**src/rtl/apb_master_if.sv**
```systemverilog
// apb_master_if: request/response port and APB bus signals of apb_master
// Signals:
//   cmd_valid/cmd_ready/cmd_write/cmd_addr/cmd_wdata  request handshake and command fields
//   rsp_valid/rsp_rdata/rsp_err                       one-cycle completion strobe and result
//   PSEL/PENABLE/PWRITE/PADDR/PWDATA                  APB outputs of the master
//   PREADY/PRDATA                                     APB inputs from the target
// Modports: master (the apb_master side), slave (the requester/target side)
interface apb_master_if #(
  parameter int ADDR_W = 32,
  parameter int DATA_W = 32
);
  logic              cmd_valid;
  logic              cmd_ready;
  logic              cmd_write;
  logic [ADDR_W-1:0] cmd_addr;
  logic [DATA_W-1:0] cmd_wdata;
  logic              rsp_valid;
  logic [DATA_W-1:0] rsp_rdata;
  logic              rsp_err;
  logic              PSEL;
  logic              PENABLE;
  logic              PWRITE;
  logic [ADDR_W-1:0] PADDR;
  logic [DATA_W-1:0] PWDATA;
  logic              PREADY;
  logic [DATA_W-1:0] PRDATA;
  modport master (
    input  cmd_valid, cmd_write, cmd_addr, cmd_wdata, PREADY, PRDATA,
    output cmd_ready, rsp_valid, rsp_rdata, rsp_err, PSEL, PENABLE, PWRITE, PADDR, PWDATA
  );
  modport slave (
    output cmd_valid, cmd_write, cmd_addr, cmd_wdata, PREADY, PRDATA,
    input  cmd_ready, rsp_valid, rsp_rdata, rsp_err, PSEL, PENABLE, PWRITE, PADDR, PWDATA
  );
endinterface

```
**src/rtl/apb_master.sv**
```systemverilog
// apb_master: single-owner APB requester running one SETUP/ACCESS transfer per accepted command
// Ports:
//   pclk  in  bus clock, rising edge
//   prst  in  asynchronous active-high reset
//   bus   apb_master_if.master: cmd_* request, rsp_* completion strobe, APB PSEL..PRDATA
// Optional feature: define APB_TIMEOUT_EN to abort ACCESS after TIMEOUT_CYCLES wait states
// (rsp_err=1); otherwise ACCESS waits for PREADY indefinitely and rsp_err is tied 0.
module apb_master #(
  parameter int ADDR_W         = 32,
  parameter int DATA_W         = 32,
  parameter int TIMEOUT_CYCLES = 16
) (
  input  logic         pclk,
  input  logic         prst,
  apb_master_if.master bus
);
  typedef enum logic [1:0] {IDLE, SETUP, ACCESS} state_t;
  state_t            r_state;
  logic              r_psel;
  logic              r_penable;
  logic              r_pwrite;
  logic              r_rsp_valid;
  logic [ADDR_W-1:0] r_paddr;
  logic [DATA_W-1:0] r_pwdata;
  logic [DATA_W-1:0] r_rdata;
  if (TIMEOUT_CYCLES < 1) begin : g_bad_timeout
    $error("apb_master: TIMEOUT_CYCLES must be at least 1");
  end
`ifdef APB_TIMEOUT_EN
  localparam int CW = $clog2(TIMEOUT_CYCLES + 1);
  // the edge that would take the count to TIMEOUT_CYCLES is the aborting edge
  localparam logic [CW-1:0] LIM = CW'(TIMEOUT_CYCLES - 1);
  logic [CW-1:0] r_cnt;
  logic          r_err;
  logic          w_abort;
  assign w_abort     = !bus.PREADY && (r_cnt == LIM);
  assign bus.rsp_err = r_err;
`else
  assign bus.rsp_err = 1'b0;
`endif
  always_ff @(posedge pclk or posedge prst) begin
    if (prst) begin
      r_state     <= IDLE;
      r_psel      <= 1'b0;
      r_penable   <= 1'b0;
      r_pwrite    <= 1'b0;
      r_paddr     <= '0;
      r_pwdata    <= '0;
      r_rsp_valid <= 1'b0;
      r_rdata     <= '0;
`ifdef APB_TIMEOUT_EN
      r_cnt       <= '0;
      r_err       <= 1'b0;
`endif
    end else begin
      r_rsp_valid <= 1'b0;
`ifdef APB_TIMEOUT_EN
      r_err       <= 1'b0;
`endif
      case (r_state)
        IDLE: if (bus.cmd_valid) begin
          r_pwrite  <= bus.cmd_write;
          r_paddr   <= bus.cmd_addr;
          r_pwdata  <= bus.cmd_write ? bus.cmd_wdata : '0;
          r_psel    <= 1'b1;
          r_penable <= 1'b0;
          r_state   <= SETUP;
        end
        SETUP: begin
          r_penable <= 1'b1;
          r_state   <= ACCESS;
`ifdef APB_TIMEOUT_EN
          r_cnt     <= '0;
`endif
        end
        ACCESS: if (bus.PREADY) begin
          r_psel      <= 1'b0;
          r_penable   <= 1'b0;
          r_rsp_valid <= 1'b1;
          r_rdata     <= r_pwrite ? '0 : bus.PRDATA;
          r_state     <= IDLE;
        end
`ifdef APB_TIMEOUT_EN
        else if (w_abort) begin
          r_psel      <= 1'b0;
          r_penable   <= 1'b0;
          r_rsp_valid <= 1'b1;
          r_err       <= 1'b1;
          r_rdata     <= '0;
          r_state     <= IDLE;
        end else r_cnt <= r_cnt + 1'b1;
`endif
        default: r_state <= IDLE;
      endcase
    end
  end
  assign bus.cmd_ready = (r_state == IDLE);
  assign bus.rsp_valid = r_rsp_valid;
  assign bus.rsp_rdata = r_rdata;
  assign bus.PSEL      = r_psel;
  assign bus.PENABLE   = r_penable;
  assign bus.PWRITE    = r_pwrite;
  assign bus.PADDR     = r_paddr;
  assign bus.PWDATA    = r_pwdata;
endmodule

```
**src/flat_wrapper.sv**
```systemverilog
// flat-port wrapper written by rule: the top's interface ports become plain ports
module apb_master_flat 
#(
  parameter int ADDR_W         = 32,
  parameter int DATA_W         = 32,
  parameter int TIMEOUT_CYCLES = 16
)
  (pclk, prst, bus_cmd_valid, bus_cmd_write, bus_cmd_addr, bus_cmd_wdata, bus_PREADY, bus_PRDATA, bus_cmd_ready, bus_rsp_valid, bus_rsp_rdata, bus_rsp_err, bus_PSEL, bus_PENABLE, bus_PWRITE, bus_PADDR, bus_PWDATA);
  apb_master_if #(.ADDR_W(ADDR_W), .DATA_W(DATA_W)) bus_i ();
  input  logic pclk;
  input  logic prst;
  input wire logic [$bits(bus_i.cmd_valid)-1:0] bus_cmd_valid;
  input wire logic [$bits(bus_i.cmd_write)-1:0] bus_cmd_write;
  input wire logic [$bits(bus_i.cmd_addr)-1:0] bus_cmd_addr;
  input wire logic [$bits(bus_i.cmd_wdata)-1:0] bus_cmd_wdata;
  input wire logic [$bits(bus_i.PREADY)-1:0] bus_PREADY;
  input wire logic [$bits(bus_i.PRDATA)-1:0] bus_PRDATA;
  output wire logic [$bits(bus_i.cmd_ready)-1:0] bus_cmd_ready;
  output wire logic [$bits(bus_i.rsp_valid)-1:0] bus_rsp_valid;
  output wire logic [$bits(bus_i.rsp_rdata)-1:0] bus_rsp_rdata;
  output wire logic [$bits(bus_i.rsp_err)-1:0] bus_rsp_err;
  output wire logic [$bits(bus_i.PSEL)-1:0] bus_PSEL;
  output wire logic [$bits(bus_i.PENABLE)-1:0] bus_PENABLE;
  output wire logic [$bits(bus_i.PWRITE)-1:0] bus_PWRITE;
  output wire logic [$bits(bus_i.PADDR)-1:0] bus_PADDR;
  output wire logic [$bits(bus_i.PWDATA)-1:0] bus_PWDATA;
  assign bus_i.cmd_valid = bus_cmd_valid;
  assign bus_i.cmd_write = bus_cmd_write;
  assign bus_i.cmd_addr = bus_cmd_addr;
  assign bus_i.cmd_wdata = bus_cmd_wdata;
  assign bus_i.PREADY = bus_PREADY;
  assign bus_i.PRDATA = bus_PRDATA;
  assign bus_cmd_ready = bus_i.cmd_ready;
  assign bus_rsp_valid = bus_i.rsp_valid;
  assign bus_rsp_rdata = bus_i.rsp_rdata;
  assign bus_rsp_err = bus_i.rsp_err;
  assign bus_PSEL = bus_i.PSEL;
  assign bus_PENABLE = bus_i.PENABLE;
  assign bus_PWRITE = bus_i.PWRITE;
  assign bus_PADDR = bus_i.PADDR;
  assign bus_PWDATA = bus_i.PWDATA;
  apb_master #(.ADDR_W(ADDR_W), .DATA_W(DATA_W), .TIMEOUT_CYCLES(TIMEOUT_CYCLES)) u_core (.pclk(pclk), .prst(prst), .bus(bus_i));
endmodule
```
**config.mk**
```make
export PLATFORM = sky130hd
export DESIGN_NAME = apb_master_flat
export DESIGN_NICKNAME = d
export VERILOG_FILES = /design/src/rtl/apb_master_if.sv /design/src/rtl/apb_master.sv /design/src/flat_wrapper.sv
export SDC_FILE = /design/constraint.sdc
export NUM_CORES = 1
export LEC_CHECK = 0
export CAP_MARGIN = 10
export CELL_PAD_IN_SITES_DETAIL_PLACEMENT = 1
export CELL_PAD_IN_SITES_GLOBAL_PLACEMENT = 2
export CORE_UTILIZATION = 26
export DETAILED_ROUTE_END_ITERATION = 16
export PLACE_DENSITY_LB_ADDON = 0.1
export SYNTH_ARGS = -nofsm -noshare
export SYNTH_HDL_FRONTEND = slang
export SYNTH_SLANG_ARGS = --single-unit
```
**constraint.sdc**
```tcl
create_clock -name pclk -period 4.6 [get_ports pclk]
set_input_delay 0.46 -clock pclk [delete_from_list [all_inputs] [get_ports pclk]]
set_output_delay 0.46 -clock pclk [all_outputs]
set_load 0.01 [all_outputs]
```
; Yosys cells after proc, flatten, opt, wreduce, memory -nomap -nowiden
; Cells that the tools add are included.
[word_totals]
reg_bits = 102
mem_bits_ro = 0
word_cells = 32
inputBits = 101
latchBits = 0
ram_bits = 0
memories = 0
[classes]
reduce_logical = 8
n_eq_ne = 4
n_lt_le_gt_ge = 0
muxes = 12
addsub = 0
shift = 0
div = 0
n_mul = 0
bitwise = 0
[ops]
columns = op, count
row1 = $mux 32, 2
row2 = $pmux 2 s3, 1
row3 = $reduce_and 2->1, 3
row4 = $reduce_and 3->1, 2
row5 = $mux 1, 5
row6 = $mux 2, 2
row7 = $ne 2x2->1 const B, 2
row8 = $pmux 1 s3, 1
row9 = $reduce_bool 3->1, 1
row10 = $eq 2x1->1 const B, 1
row11 = $eq 2x2->1 const B, 1
row12 = $logic_not 2->1, 1
row13 = $pmux 1 s2, 1
row14 = $reduce_bool 2->1, 1

; Longest topological paths before layout
; Gate-level depths: netlist (run 1).
[depth]
word_depth = 3
ltp_mapped = 7
depth_no_buf = 5

; Worst setup path after synthesis (run 1)
; Ideal clock, no wire load.
[synth_timing]
path_type = register to register
startpoint = register u_core.r_state[0]
endpoint = register u_core.r_state[1]
stages_incl_launch_ff = 6
t_arrival_ps = 1276
required_ps = 4475
path_buffers = 0
setup_time_ps = 125
path_slack_ps = 3199
path_cell_list = dfrtp_1 inv_1 ha_1 nor2b_1 a21oi_1 mux2_2
[synth_between]
elab_chain_len = 3
[synth_lines]
columns = element, line_no
row1 = from (decl), apb_master.sv:18  ; state_t r_state;
row2 = from (signal assigned), apb_master.sv:43  ; r_state <= IDLE;
row3 = from (signal assigned), apb_master.sv:67  ; r_state <= SETUP;
row4 = from (signal assigned), apb_master.sv:71  ; r_state <= ACCESS;
row5 = $eq 2x2->1 / $logic_not 2->1 (equally long branches), apb_master.sv:60  ; case (r_state)
row6 = $ne 2x2->1 (no line), -
row7 = $reduce_and 2->1 (no line), -
; Parallel ways exist; a longest one is shown, timed or not.
; A chain may end at the register's enable or synchronous reset.

; Worst setup path after layout (run 1)
[layout_timing]
startpoint = register u_core.r_pwrite (netlist: u_core.bus.PWRITE)
endpoint = output bus_PWRITE
[layout_rtl]
columns = element, line_no
row1 = from (decl), apb_master.sv:21  ; logic r_pwrite;
row2 = from (signal assigned), apb_master.sv:62  ; r_pwrite <= bus.cmd_write;
row3 = to (decl), flat_wrapper.sv:24  ; output wire logic [$bits(bus_i.PWRITE)-1:0] bus_PWRITE;
; No word-level cell between the ends.

==> summary.txt, run 1 <==
Setup path
  • Setup CP Type: register to output port
  • Family with the most delay on the worst path: flip-flops
  • CP peak stage delay: 0.97 ns
  • Req. time, crit path: 4.14 ns
  • Crit-path max FO: 34
  • Worst path slowest cell: dfrtp_1
  • Worst reg2reg path depth: 5
  • Worst R2R Start: u_core.r_state[0]
  • Worst reg2reg setup slack: 2.51 ns
  • Startpoint Class: register
  • Worst-path cell chain: clkdlybuf4s50_1
  • Buf/Inv on CP: 1
  • Worst setup EP type: output port
  • Crit path DAT: 2.02 ns
  • R2r endpoint: u_core.bus.PWDATA[22]

STA
  • Slew HR: 27.3%
  • Final worst setup slack: 2.12 ns
  • Setup Skew: 0.00582 ns
  • RSZ-0062 raised after global routing: no
  • Setup violators final: 0
  • Final Cycle Share: 54.0%
  • Worst slew pin tran: 1.09 ns
  • F_max: 0.403 GHz
  • Setup TNS: 0 ns
  • Slew Viols, Final: 0
  • Count of final hold-check violations: 0
  • Final min period: 2.48 ns

Power and ir drop
  • Psw: 1.36 mW
  • Peak supply drop: 0.000262 V
  • Pint: 3.05 mW
  • Cell leakage power: 2.99 nW
  • Clock network power share: 20.5%
  • Sw frac: 30.9%
  • PD cells: 652 nW/um^2
  • Share of total power in combinational logic: 44.1%
  • Share of power burned in registers: 35.4%

Run status
  • Status: complete, no violations

Synthesis
  • Synth cell count leaders: dfrtp_1 (102), nand2_1 (97), o21ai_0 (60)
  • Predominant post-synthesis flop cell: dfrtp_1
  • Synthesized area: 4260 sq um
  • EDFF count, synth: 0
  • Avg Cell Area, Syn: 11.4 sq um
  • Most common cell in the synthesized netlist: dfrtp_1
  • Post-synthesis sequential area ratio: 60.0%
  • Synth Net Count: 480
  • Synth top area share: 60.0%
  • Yosys reg bits: 102
  • Largest cells by area after synthesis: dfrtp_1 (60%), mux2_4 (12%), nand2_1 (8.6%), o21ai_0 (7.1%), nand2b_1 (4.7%)
  • Syn Inst Count: 375
  • Post-synth top area cell: dfrtp_1
  • Synth Warn #: 0
  • Netlist cell types: 20
  • FFs w/ async S/R, synth: 100%

Clock network
  • CTS Buf Count: 9
  • CTS tree: built
  • Max Buffers Root-to-Sink: 2
  • Number of clock sinks: 102
  • Clock transition at the registers of the reported paths: 0.07 ns
  • Root Buffer: clkbuf_16
  • Post-cts resize count: 0
  • Clock Latency Late Sink: 0.34 ns
  • Htree depth: 3
  • # hold bufs at CTS: 0
  • Post-CTS setup buffer count: 0

Placement
  • Dpl ws: 2.10 ns
  • Port buffer count: 201
  • HPWL Detailed: 8130 um
  • GP Congestion: 0.718
  • Placed insts: 771

Detailed routing
  • Antenna Nets Post-Route: 0
  • DRT iter0 DRCs: 82
  • DRC viols: 0
  • WL/cell: 14.9 um
  • Routed WL: 11,700 um
  • Vias post-DR: 3,275
  • Pre-antenna DRT Iters: 3
  • Routed vias/inst: 4.16

Cells and area
  • Filler instances: 1,731
  • Layout Cells excl Fill: 787
  • Layout area overhead: 59.1%
  • Share of cells above drive strength 1: 10.2%
  • # diodes: 0
  • Nets: 671

Global routing
  • Vias in the first global route: 3,418
  • Initial antenna violation count: 0
  • Pin count of the biggest net entering global routing: 80
  • Remaining Overflow, GRT: 0
  • First-pass GRT wire length: 18,400 um
  • GRT Overall Usage: 14.6%

Die
  • Die extent in x: 130 um
  • Die area: 16,900 sq um
  • Core area: 15,900 sq um
  • Starting density of the core: 26.7%
  • Num rows: 46
  • Die Y: 130 um
  • Io pins: 203

Hold path
  • Worst hold endpoint: u_core.bus.PWDATA[11]
  • Hold path depth: 2
  • HP Start: u_core.bus.PWDATA[11]
  • HP Class: register to register

Flow run
  • Max_cap viols: 0
==> layer usage <==
metal  vias to the layer above  track usage (%)  share of wire (%)
met5                         -                0                  0
met4                         0             6.36                1.6
met3                        12             4.84                7.8
met2                       113             23.3                 47
met1                      1560             17.9                 44
li1                       1590                -                  -
==> registers in the layout, summed over array words and instances, names as in the netlist <==
signal / flops
u_core.bus.rsp_valid: 1
u_core.bus.PENABLE: 1
u_core.bus.rsp_rdata: 32
u_core.bus.PSEL: 1
u_core.r_state: 2
u_core.bus.PWDATA: 32
u_core.bus.PWRITE: 1
u_core.bus.PADDR: 32
==> stage by stage <==
| stage | util [%] | hold slack (ns) | cell area, sq um | total power, mW |
|---|---|---|---|---|
| floorplan | - | 0.508 | 4260 | 2.49 |
| global placement | 40.2 | 0.463 | 6410 | 3.52 |
| detailed placement | 40.2 | 0.470 | 6410 | 3.57 |
| CTS | 42.5 | 0.486 | 6770 | 4.51 |
| global route | 42.5 | 0.511 | 6770 | 4.73 |
| finish | 42.5 | 0.476 | 6770 | 4.42 |
==> power by group through the flow <==
stage	combinational [mW]	sequential (mW)	clock, mW
2_1_floorplan	0.766	1.72	0
3_3_place_gp	1.95	1.58	0
3_5_place_dp	1.99	1.58	0
4_1_cts	1.99	1.58	0.941
5_1_grt	2.13	1.63	0.971
6_report	1.95	1.57	0.905
==> how the worst max path moves through the flow <==
stage	startpoint	end	slack, ns	depth (start not counted)
2_1_floorplan	prst	u_core.bus.PADDR[0]	1.46	1
3_3_place_gp	bus_cmd_valid	u_core.bus.PWDATA[20]	2.17	4
3_5_place_dp	bus_cmd_valid	u_core.bus.PWDATA[23]	2.10	4
4_1_cts	u_core.bus.PWRITE	bus_PWRITE	2.02	1
5_1_grt	u_core.bus.PWRITE	bus_PWRITE	1.94	1
6_report	u_core.bus.PWRITE	bus_PWRITE	2.12	1
==> layout make-up <==
class                           count  area [sq um]  share of cell area, %
Tap cell                          216           270                   3.99
Multi-Input combinational cell    242          1520                   22.5
Clock buffer                       11           253                   3.73
Inverter                            6          25.0                  0.370
Timing Repair Buffer              205          2040                   30.2
Sequential cell                   102          2550                   37.7
Clock inverter                      5           105                   1.55
==> logic make-up (layout without fill, tap and decap cells) <==
| group | Yosys count | after routing | share of synthesized area (%) |
|---|---|---|---|
| compound gates | 68 | 68 | 8.08 |
| fa+ha+maj | 4 | 4 | 1.18 |
| buf+inv | 31 | 227 | 4.29 |
| flops | 102 | 102 | 60.0 |
| mux | 37 | 37 | 12.6 |
| other cells | 1 | 1 | 0.0881 |
| simple gates | 132 | 132 | 13.8 |
==> placed cells by master, fill, tap and decap left out, types with 3 or more instances in the layout <==
cell and instances:
mux2_4 33, dfrtp_1 102, nand2b_1 32, bufinv_16 3, nand2_1 96, buf_4 4
o21ai_0 60, o21ai_1 5, ha_1 4, inv_1 5, clkbuf_16 9, clkdlybuf4s50_1 201
Note: power is estimated with default switching activity, not from simulation.
==> run 2, diff against run 1 <==
Settings changed: CORE_UTILIZATION 26 to 22.
Clock period 4.6 ns to 2.2 ns, I/O delays scaled along.
==> summary.txt, run 2 (synthesis gave the netlist of run 1 again) <==
Cells and area
  • Commonest non-fill, non-tap cell in the layout: clkdlybuf4s50_1
  • Nets: 677
  • Layout area overhead: 62.1%
  • Share of cells above drive strength 1: 10.9%
  • Most frequent cells in the layout: clkdlybuf4s50_1 (201), dfrtp_1 (102), nand2_1 (96), o21ai_0 (60), mux2_4 (33)
  • # diodes: 0

Clock network
  • Post-cts resize count: 0
  • Number of clock sinks: 102
  • CTS Buf Count: 9
  • # hold bufs at CTS: 0
  • Clock transition at the registers of the reported paths: 0.07 ns
  • Max Buffers Root-to-Sink: 2
  • Clock Latency Late Sink: 0.34 ns
  • Htree depth: 3
  • Root Buffer: clkbuf_16
  • CTS tree: built
  • Post-CTS setup buffer count: 0

STA
  • Final Cycle Share: 84.8%
  • Final worst setup slack: 0.335 ns
  • Worst slew pin tran: 0.570 ns
  • F_max: 0.536 GHz
  • Final min period: 1.87 ns
  • RSZ-0062 raised after global routing: no
  • Slew Viols, Final: 0
  • Setup violators final: 0
  • Setup TNS: 0 ns
  • Slew HR: 62.0%
  • Setup Skew: 0.00667 ns
  • Count of final hold-check violations: 0

Hold path
  • HP Class: primary input to asynchronous set/reset pin

Die
  • Die area: 19,900 sq um
  • Die Y: 141 um
  • Core area: 18,800 sq um
  • Num rows: 50
  • Die extent in x: 141 um
  • Io pins: 203
  • Starting density of the core: 22.6%

Detailed routing
  • Vias post-DR: 3,275
  • Pre-antenna DRT Iters: 4
  • Routed vias/inst: 3.92
  • Antenna Nets Post-Route: 0
  • DRT iter0 DRCs: 89
  • Routed WL: 12,500 um
  • WL/cell: 15.0 um
  • DRC viols: 0

Setup path
  • Worst-path cell chain: inv_1 -> ha_1 -> clkdlybuf4s50_1
  • Startpoint Class: register
  • Worst setup EP type: output port
  • Crit-path max FO: 4
  • Setup CP Type: register to output port
  • Family with the most delay on the worst path: buffers and inverters
  • Req. time, crit path: 1.98 ns
  • Worst R2R Start: u_core.r_state[1]
  • Worst reg2reg setup slack: 0.55 ns
  • Worst path slowest cell: clkdlybuf4s50_1
  • CP peak stage delay: 0.56 ns
  • Buf/Inv on CP: 2
  • CP startpoint: u_core.r_state[0]
  • Crit path DAT: 1.65 ns

Global routing
  • First-pass GRT wire length: 19,900 um
  • GRT Overall Usage: 13.0%
  • Remaining Overflow, GRT: 0
  • Vias in the first global route: 3,656
  • Pin count of the biggest net entering global routing: 103
  • Initial antenna violation count: 0

Run status
  • Status: complete, no violations

Flow run
  • Max_cap viols: 0

Power and ir drop
  • Cell leakage power: 3.03 nW
  • PD cells: 1350 nW/um^2
  • Peak supply drop: 0.000498 V
  • Design Power: 9.29 mW

Placement
  • HPWL Detailed: 9010 um
  • GP Congestion: 0.706
  • Port buffer count: 201
  • Dpl ws: 0.378 ns
==> run 2: cell count changes in the layout (fill, tap and decap cells not counted), sizes merged <==
cell and change:
buf +6, inv -1, clkbuf -2, clkinv +2
==> run 2: layout make-up <==
cell class	count	area, sq um
Clock inverter	6	111
Tap cell	260	325
Sequential cell	102	2550
Multi-Input combinational cell	242	1520
Timing Repair Buffer	211	2140
Clock buffer	9	225
Fill cell	2063	11900
Inverter	6	26.3
==> run 2: stage by stage <==
step	util [%]	hold WS [ns]	cell area, sq um	instances
detailed placement	34.9	0.469	6570	821
global placement	34.9	0.463	6570	821
CTS	36.7	0.408	6900	836
floorplan	-	0.355	4260	375
global route	36.7	0.441	6900	836
finish	36.7	0.405	6900	836
==> run 2: path summary, 6_finish.rpt <==
path / to / depth (start not counted)
setup / recovery: bus_cmd_ready / 3
hold / removal: u_core.bus.PADDR[15] / 3
setup reg to reg: u_core.bus.PADDR[12] / 5
hold reg to reg: u_core.bus.rsp_rdata[0] / 2
max in group asynchronous: u_core.bus.PADDR[2] / 3
min in group pclk: u_core.bus.PWDATA[1] / 3
==> run 2: power by group <==
group	internal, mW	switching, mW
sequential	2.73	0.484
clock	1.11	0.714
combinational	2.54	1.71
total	6.38	2.91
==> run 2: worst register-to-register path, delay by kind of cell, from the launching register on <==
| family | cells | cell delay [ns] |
|---|---|---|
| flip-flops | 1 | 0.37 |
| adder cells (fa/ha/maj) | 1 | 0.23 |
| AND/OR/NAND/NOR | 1 | 0.27 |
| buffers and inverters | 2 | 0.34 |
| multiplexers | 1 | 0.32 |
==> run 2: per-layer routing <==
layer  part of all wire [%]  global-route usage, %  up-vias  wire length, um
met5                      0                      0        -                0
met4                    1.4                   4.98        0              177
met3                    8.9                   4.96       10             1110
met2                     46                   21.1      119             5770
met1                     44                   15.5     1542             5460
li1                       -                      -     1604                -
